==> src/rtl/pipeline_hazard_ctrl_pkg.sv <==
// Shared types and helpers for the pipeline hazard controller: FSM encodings,
// EX operand forward-select codes and the common register-match test.
package pipeline_hazard_ctrl_pkg;

  typedef enum logic [1:0] {
    RUN      = 2'd0,
    MEM_WAIT = 2'd1,
    BR_FLUSH = 2'd2
  } hazardState_t;

  localparam logic [1:0] FWD_REG = 2'b00;
  localparam logic [1:0] FWD_WB  = 2'b01;
  localparam logic [1:0] FWD_MEM = 2'b10;

  // $0 is hard-wired zero, so a write to it never produces a dependency.
  function automatic logic regHit(input logic regWrite, input logic [4:0] dest,
                                  input logic [4:0] src);
    return regWrite && (dest != 5'd0) && (dest == src);
  endfunction

endpackage

==> src/rtl/pipeline_hazard_ctrl_forward_unit.sv <==
// EX-stage operand forwarding select; the younger MEM result wins over WB.
module forward_unit
  import pipeline_hazard_ctrl_pkg::*;
(
  input  logic [4:0] exRs,
  input  logic [4:0] exRt,
  input  logic [4:0] memWriteSrc,
  input  logic       memRegWrite,
  input  logic [4:0] wbWriteSrc,
  input  logic       wbRegWrite,
  output logic [1:0] forwardA,
  output logic [1:0] forwardB
);

  always_comb begin
    forwardA = FWD_REG;
    forwardB = FWD_REG;
    if (regHit(memRegWrite, memWriteSrc, exRs))     forwardA = FWD_MEM;
    else if (regHit(wbRegWrite, wbWriteSrc, exRs))  forwardA = FWD_WB;
    if (regHit(memRegWrite, memWriteSrc, exRt))     forwardB = FWD_MEM;
    else if (regHit(wbRegWrite, wbWriteSrc, exRt))  forwardB = FWD_WB;
  end

endmodule

==> src/rtl/pipeline_hazard_ctrl.sv <==
// Stall/flush/forward controller for the 5-stage pipeline with a req/ready
// data-memory handshake, saturating stall counter and sticky DM timeout flag.
//
//   state    | meaning
//   ---------+-----------------------------------------------------------
//   RUN      | normal issue; branch, load-use and memory stalls detected
//   MEM_WAIT | pipe frozen waiting for DMReady or the timeout terminal count
//   BR_FLUSH | IF/ID still being flushed for the remaining branch penalty
module pipeline_hazard_ctrl
  import pipeline_hazard_ctrl_pkg::*;
#(
  parameter int BRANCH_PENALTY = 2,
  parameter int DM_TIMEOUT     = 15,
  parameter int CNT_W          = 16
) (
  input  logic             CLK,
  input  logic             Reset,
  input  logic [4:0]       ID_rs,
  input  logic [4:0]       ID_rt,
  input  logic [4:0]       EX_rs,
  input  logic [4:0]       EX_rt,
  input  logic [4:0]       EX_writeSrc,
  input  logic             EX_MemRead,
  input  logic [4:0]       MEM_writeSrc,
  input  logic             MEM_RegWrite,
  input  logic             MEM_MemAccess,
  input  logic [4:0]       WB_writeSrc,
  input  logic             WB_RegWrite,
  input  logic             BranchTaken,
  input  logic             DMReady,
  output logic             PCWrite,
  output logic             IF_ID_Write,
  output logic             EX_MEM_Write,
  output logic             IF_ID_Flush,
  output logic             ID_EX_Flush,
  output logic             MEM_WB_Bubble,
  output logic [1:0]       ForwardA,
  output logic [1:0]       ForwardB,
  output logic             DMReq,
  output logic             DMError,
  output logic [CNT_W-1:0] StallCycles
);

  localparam int WT = $clog2(DM_TIMEOUT + 1);
  localparam int FW = $clog2(BRANCH_PENALTY + 1);

  hazardState_t   state, stateNext;
  logic [WT-1:0]  waitCnt, waitNext;
  logic [FW-1:0]  flushCnt, flushNext;
  logic           memBusy, waitTc, frozen, loadUse, timeoutHit;
  logic [1:0]     fwdA, fwdB;

  forward_unit uForward (
    .exRs        (EX_rs),
    .exRt        (EX_rt),
    .memWriteSrc (MEM_writeSrc),
    .memRegWrite (MEM_RegWrite),
    .wbWriteSrc  (WB_writeSrc),
    .wbRegWrite  (WB_RegWrite),
    .forwardA    (fwdA),
    .forwardB    (fwdB)
  );

  always_comb begin
    PCWrite       = 1'b1;
    IF_ID_Write   = 1'b1;
    EX_MEM_Write  = 1'b1;
    IF_ID_Flush   = 1'b0;
    ID_EX_Flush   = 1'b0;
    MEM_WB_Bubble = 1'b0;
    ForwardA      = fwdA;
    ForwardB      = fwdB;
    stateNext     = state;
    waitNext      = waitCnt;
    flushNext     = flushCnt;
    timeoutHit    = 1'b0;

    memBusy = (state == MEM_WAIT) || MEM_MemAccess;
    DMReq   = memBusy;
    waitTc  = (state == MEM_WAIT) && (waitCnt == '0);
    frozen  = memBusy && !DMReady && !waitTc;
    loadUse = EX_MemRead && (EX_writeSrc != 5'd0) &&
              ((EX_writeSrc == ID_rs) || (EX_writeSrc == ID_rt));

    if (frozen) begin
      PCWrite       = 1'b0;
      IF_ID_Write   = 1'b0;
      EX_MEM_Write  = 1'b0;
      MEM_WB_Bubble = 1'b1;
      stateNext     = MEM_WAIT;
      waitNext      = (state == MEM_WAIT) ? waitCnt - WT'(1) : WT'(DM_TIMEOUT - 1);
    end else begin
      // A flush interrupted by a memory stall resumes here on release.
      timeoutHit = waitTc && !DMReady;
      if (BranchTaken) begin
        IF_ID_Flush = 1'b1;
        ID_EX_Flush = 1'b1;
        flushNext   = FW'(BRANCH_PENALTY - 1);
      end else if (flushCnt != '0) begin
        IF_ID_Flush = 1'b1;
        flushNext   = flushCnt - FW'(1);
      end else if (loadUse) begin
        PCWrite     = 1'b0;
        IF_ID_Write = 1'b0;
        ID_EX_Flush = 1'b1;
      end
      stateNext = (flushNext != '0) ? BR_FLUSH : RUN;
    end

    if (Reset) begin
      PCWrite       = 1'b0;
      IF_ID_Write   = 1'b0;
      EX_MEM_Write  = 1'b0;
      IF_ID_Flush   = 1'b1;
      ID_EX_Flush   = 1'b1;
      MEM_WB_Bubble = 1'b1;
      DMReq         = 1'b0;
      ForwardA      = FWD_REG;
      ForwardB      = FWD_REG;
    end
  end

  always_ff @(posedge CLK) begin
    if (Reset) begin
      state       <= RUN;
      waitCnt     <= '0;
      flushCnt    <= '0;
      DMError     <= 1'b0;
      StallCycles <= '0;
    end else begin
      state    <= stateNext;
      waitCnt  <= waitNext;
      flushCnt <= flushNext;
      if (timeoutHit) DMError <= 1'b1;
      if (!PCWrite && (StallCycles != '1)) StallCycles <= StallCycles + CNT_W'(1);
    end
  end

endmodule

==> config.mk <==
export PLATFORM = sky130hd
export DESIGN_NAME = pipeline_hazard_ctrl
export DESIGN_NICKNAME = d
export VERILOG_FILES = /design/src/rtl/pipeline_hazard_ctrl_pkg.sv /design/src/rtl/pipeline_hazard_ctrl_forward_unit.sv /design/src/rtl/pipeline_hazard_ctrl.sv
export SDC_FILE = /design/constraint.sdc
export NUM_CORES = 1
export LEC_CHECK = 0
export BUFFER_PORTS_ARGS = -buffer_cell sky130_fd_sc_hd__buf_2
export CAP_MARGIN = 0
export CORE_MARGIN = 5
export CORE_UTILIZATION = 46
export CTS_BUF_LIST = sky130_fd_sc_hd__clkbuf_8
export DETAILED_ROUTE_END_ITERATION = 12
export GPL_TIMING_DRIVEN = 0
export HOLD_SLACK_MARGIN = 0.15
export MAX_ROUTING_LAYER = met4
export PLACE_DENSITY = 0.79
export SETUP_SLACK_MARGIN = 0.5
export SLEW_MARGIN = 5
export SYNTH_ARGS = -nofsm -noshare
export SYNTH_HDL_FRONTEND = slang
export SYNTH_SLANG_ARGS = --single-unit
==> constraint.sdc <==
create_clock -name CLK -period 1.9 [get_ports CLK]
set_input_delay 0.285 -clock CLK [delete_from_list [all_inputs] [get_ports CLK]]
set_output_delay 0.285 -clock CLK [all_outputs]
set_load 0.02 [all_outputs]
==> flow_summary_export.csv <==
group,metric,value,unit
outcome,status,"finished, violations left",
outcome,violations,"negative setup slack",
route,avgRoutedWirePerCell,16.4,µm
setup_path,crit_path_max_fanout,4,
flow_run,max-cap-violations,0,
place,hpwl,3750,µm
timing,fin_setup_tns,-2.69,ns
timing,rsz0062_at_grt,"true",
route,vias,2068,
synthesis,ys_types,47,
synthesis,synth_area,1860,µm²
synthesis,yosysTopAreaCellShare,26.9,%
clock_network,worstSkewPairLatency,0.27,ns
finish,final_cell_mix,"buf_2 (52), buf_4 (25), xnor2_1 (20)",
floorplan,die_x,73.6,µm
timing,maxSlewViolCount,0,
place,gp_congestion,0.827,
setup_path,crit_chain,"and2b_2, nor2_4, o31a_4, a21boi_4, buf_8, buf_12, buf_6, buf_6",
grt,antenna_found_initial,0,
clock_network,cts-root-buf,"clkbuf_8",
floorplan,dieHeight,73.6,µm
synthesis,yosys.area.top_type,"dfxtp_1",
route,first_pass_iters,4,
synthesis,ys_warn_count,0,
route,remaining_drc_errors,0,
finish,nFillCells,263,
clock_network,htree_num_levels,1,
synthesis,syn_inst,215,
route,drt-total-wl,5970,µm
power,p_total,1380,µW
timing,tightest_slew,0.317,ns
clock_network,cts.clk_slew.worst_paths,0.10,ns
finish,layout_commonest_cell,"buf_2",
floorplan,start_util,46.9,%
finish,nets,362,
place,dp_cells,335,
timing,slew_headroom,78.7,%
power,p_leak,0.00122,µW
timing,skew,0.00337,ns
clock_network,clockBufferDepth,2,
grt,grt.overflow.total,0,
setup_path,cpMaxStageDelayCell,"dfxtp_2",
setup_path,path_class,"reg -> out",
synthesis,syn_avg_cell_area,8.66,µm²
grt,grt_pass1_vias,2021,
synthesis,ys_seq_elements,25,
timing,setup_violations,20,
finish,finish.utilization,77.2,%
place,io_buffer_count,70,
min_path,hold_class,"in -> reg",
setup_path,cpMostUsedCell,"buf_6",
floorplan,pin_count,71,
setup_path,critPathMaxStageDelay,0.33,ns
finish,seq_area,513,µm²
finish,finalNonFillerCells,365,
setup_path,endpoint_kind,"output pin",
timing,period_share,113,%
timing,hold_viol_final,0,
route,initialDrtViolationCount,185,
floorplan,core_area,3970,µm²
finish,multiInputGateArea,1610,µm²
synthesis,synth-seq-area-share,26.9,%
setup_path,critPathLaunchType,"flip-flop",
finish,antenna_cells,0,
grt,grt_pass1_wl,8990,µm
synthesis,synth_area_leaders,"dfxtp_1 (27%), xnor2_1 (9.4%), or4_1 (4.8%), xor2_1 (4.7%), mux2_4 (4.0%)",
clock_network,tritoncts.num_buffers,3,
timing,timing.final.ws_setup,-0.248,ns
setup_path,arrival,1.86,ns
clock_network,clock_sinks,25,
setup_path,crit_required,1.62,ns
power,power_per_cell_area,450,nW/µm²
clock_network,cts_tree,"built",
finish,drive_gt1_share,59.0,%
synthesis,syn-num-nets,261,
timing,fmax,0.465,GHz
finish,syn2layout_area_growth,64.6,%
grt,grt_max_degree,15,
floorplan,die_area,5420,µm²
timing,fin_crit,2.15,ns
route,drtAntennaViolNets,0,
route,viasPerCell,5.67,
grt,track_usage,21.6,%
floorplan,rows,23,
timing,hold_ws,0.321,ns
power,max-vdd-ir-drop,0.000293,V
-- stage by stage --
step | setup WS (ns) | area [µm²]
2_1_floorplan | -0.0912 | 2040
3_3_place_gp | -0.434 | 2450
3_5_place_dp | -0.456 | 2450
4_1_cts | -0.282 | 2890
5_1_grt | -0.310 | 3060
6_report | -0.248 | 3060
-- per-layer routing --
layer / routed length [µm] / global-route usage, % / up-vias
li1: - / - / 993
met1: 2460 / 25.6 / 974
met2: 2980 / 37.4 / 91
met3: 448 / 3.01 / 10
met4: 85 / 7.04 / 0
met5: 0 / - / -
-- path summary, 6_finish.rpt --
path,startpoint,to,slack [ns],depth (start not counted)
hold / removal,BranchTaken,state[1]$_SDFF_PN0_,0.32,3
hold reg to reg,StallCycles[8]$_SDFFE_PP0P_,StallCycles[8]$_SDFFE_PP0P_,0.50,2
setup reg to reg,state[1]$_SDFF_PN0_,StallCycles[2]$_SDFFE_PP0P_,-0.25,8
setup / recovery,state[1]$_SDFF_PN0_,PCWrite,-0.25,8
-- cell families (layout without fill, tap and decap cells) --
group / Yosys count / in the layout / share of synthesized area (%)
buffers and inverters: 16 / 116 / 6.32
and+or+nand+nor: 94 / 94 / 30.4
xor gates and xnor gates: 30 / 30 / 14.1
AOI/OAI and AO/OA: 41 / 41 / 15.7
DFF: 25 / 25 / 26.9
adders and majority gates: 3 / 3 / 2.02
muxes: 6 / 6 / 4.57
-- cells in the mapped netlist (all sizes together) --
| cell type | count |
|---|---|
| mux2 | 5 |
| xnor2 | 20 |
| nor4 | 8 |
| nand2b | 3 |
| xor2 | 10 |
| and4 | 1 |
| and3 | 5 |
| a21oi | 15 |
| o22a | 1 |
| buf | 6 |
| a311oi | 4 |
| nand2 | 8 |
| o21ai | 8 |
| mux2i | 1 |
| inv | 7 |
| and2b | 1 |
| nor2b | 5 |
| ha | 3 |
| o31a | 2 |
| or4 | 12 |
| clkbuf | 3 |
| a21boi | 1 |
| or3 | 3 |
| nor3b | 2 |
| o21a | 1 |
| o211ai | 1 |
| o22ai | 1 |
| nor3 | 10 |
| nand4 | 3 |
| o31ai | 7 |
| nor2 | 19 |
| nand3 | 13 |
| nor4b | 1 |
| dfxtp | 25 |
-- what timing repair did --
action                                  4_1_cts  5_1_grt
setup buffers                                19        6
gates resized for setup                      63       28
endpoints found under the setup margin       34       35
gates cloned                                  1        0
hold buffers                                  0        0
pin swaps                                    30       16
endpoints found under the hold margin         0        0
-- worst max-delay path: cells and delay by family, from the launching register on --
kind	cells	cell delay (ns)
compound gates	2	0.48
buf+inv	4	0.47
flops	1	0.33
simple gates	2	0.31
-- area by class of cell --
cell class                      count  share of cell area, %
Multi-Input combinational cell    174                   52.4
Timing Repair Buffer               96                   22.5
Sequential cell                    25                   16.7
Buffer                              9                   3.84
Tap cell                           50                   2.04
Clock buffer                        3                   1.35
Inverter                            7                  0.939
Clock inverter                      1                  0.163
-- report_power, final --
group | total [µW] | switching, µW | internal (µW) | leakage, µW
registers | 565 | 23.5 | 541 | 0.000207
clock network | 330 | 183 | 147 | 0.0000255
logic | 483 | 237 | 246 | 0.000989
-- sequential cells by signal, indices dropped and copies added, names as in the netlist --
| signal | flops |
|---|---|
| waitCnt | 4 |
| DMError | 1 |
| flushCnt | 2 |
| state | 2 |
| StallCycles | 16 |
Note: power is estimated with default switching activity, not from simulation.
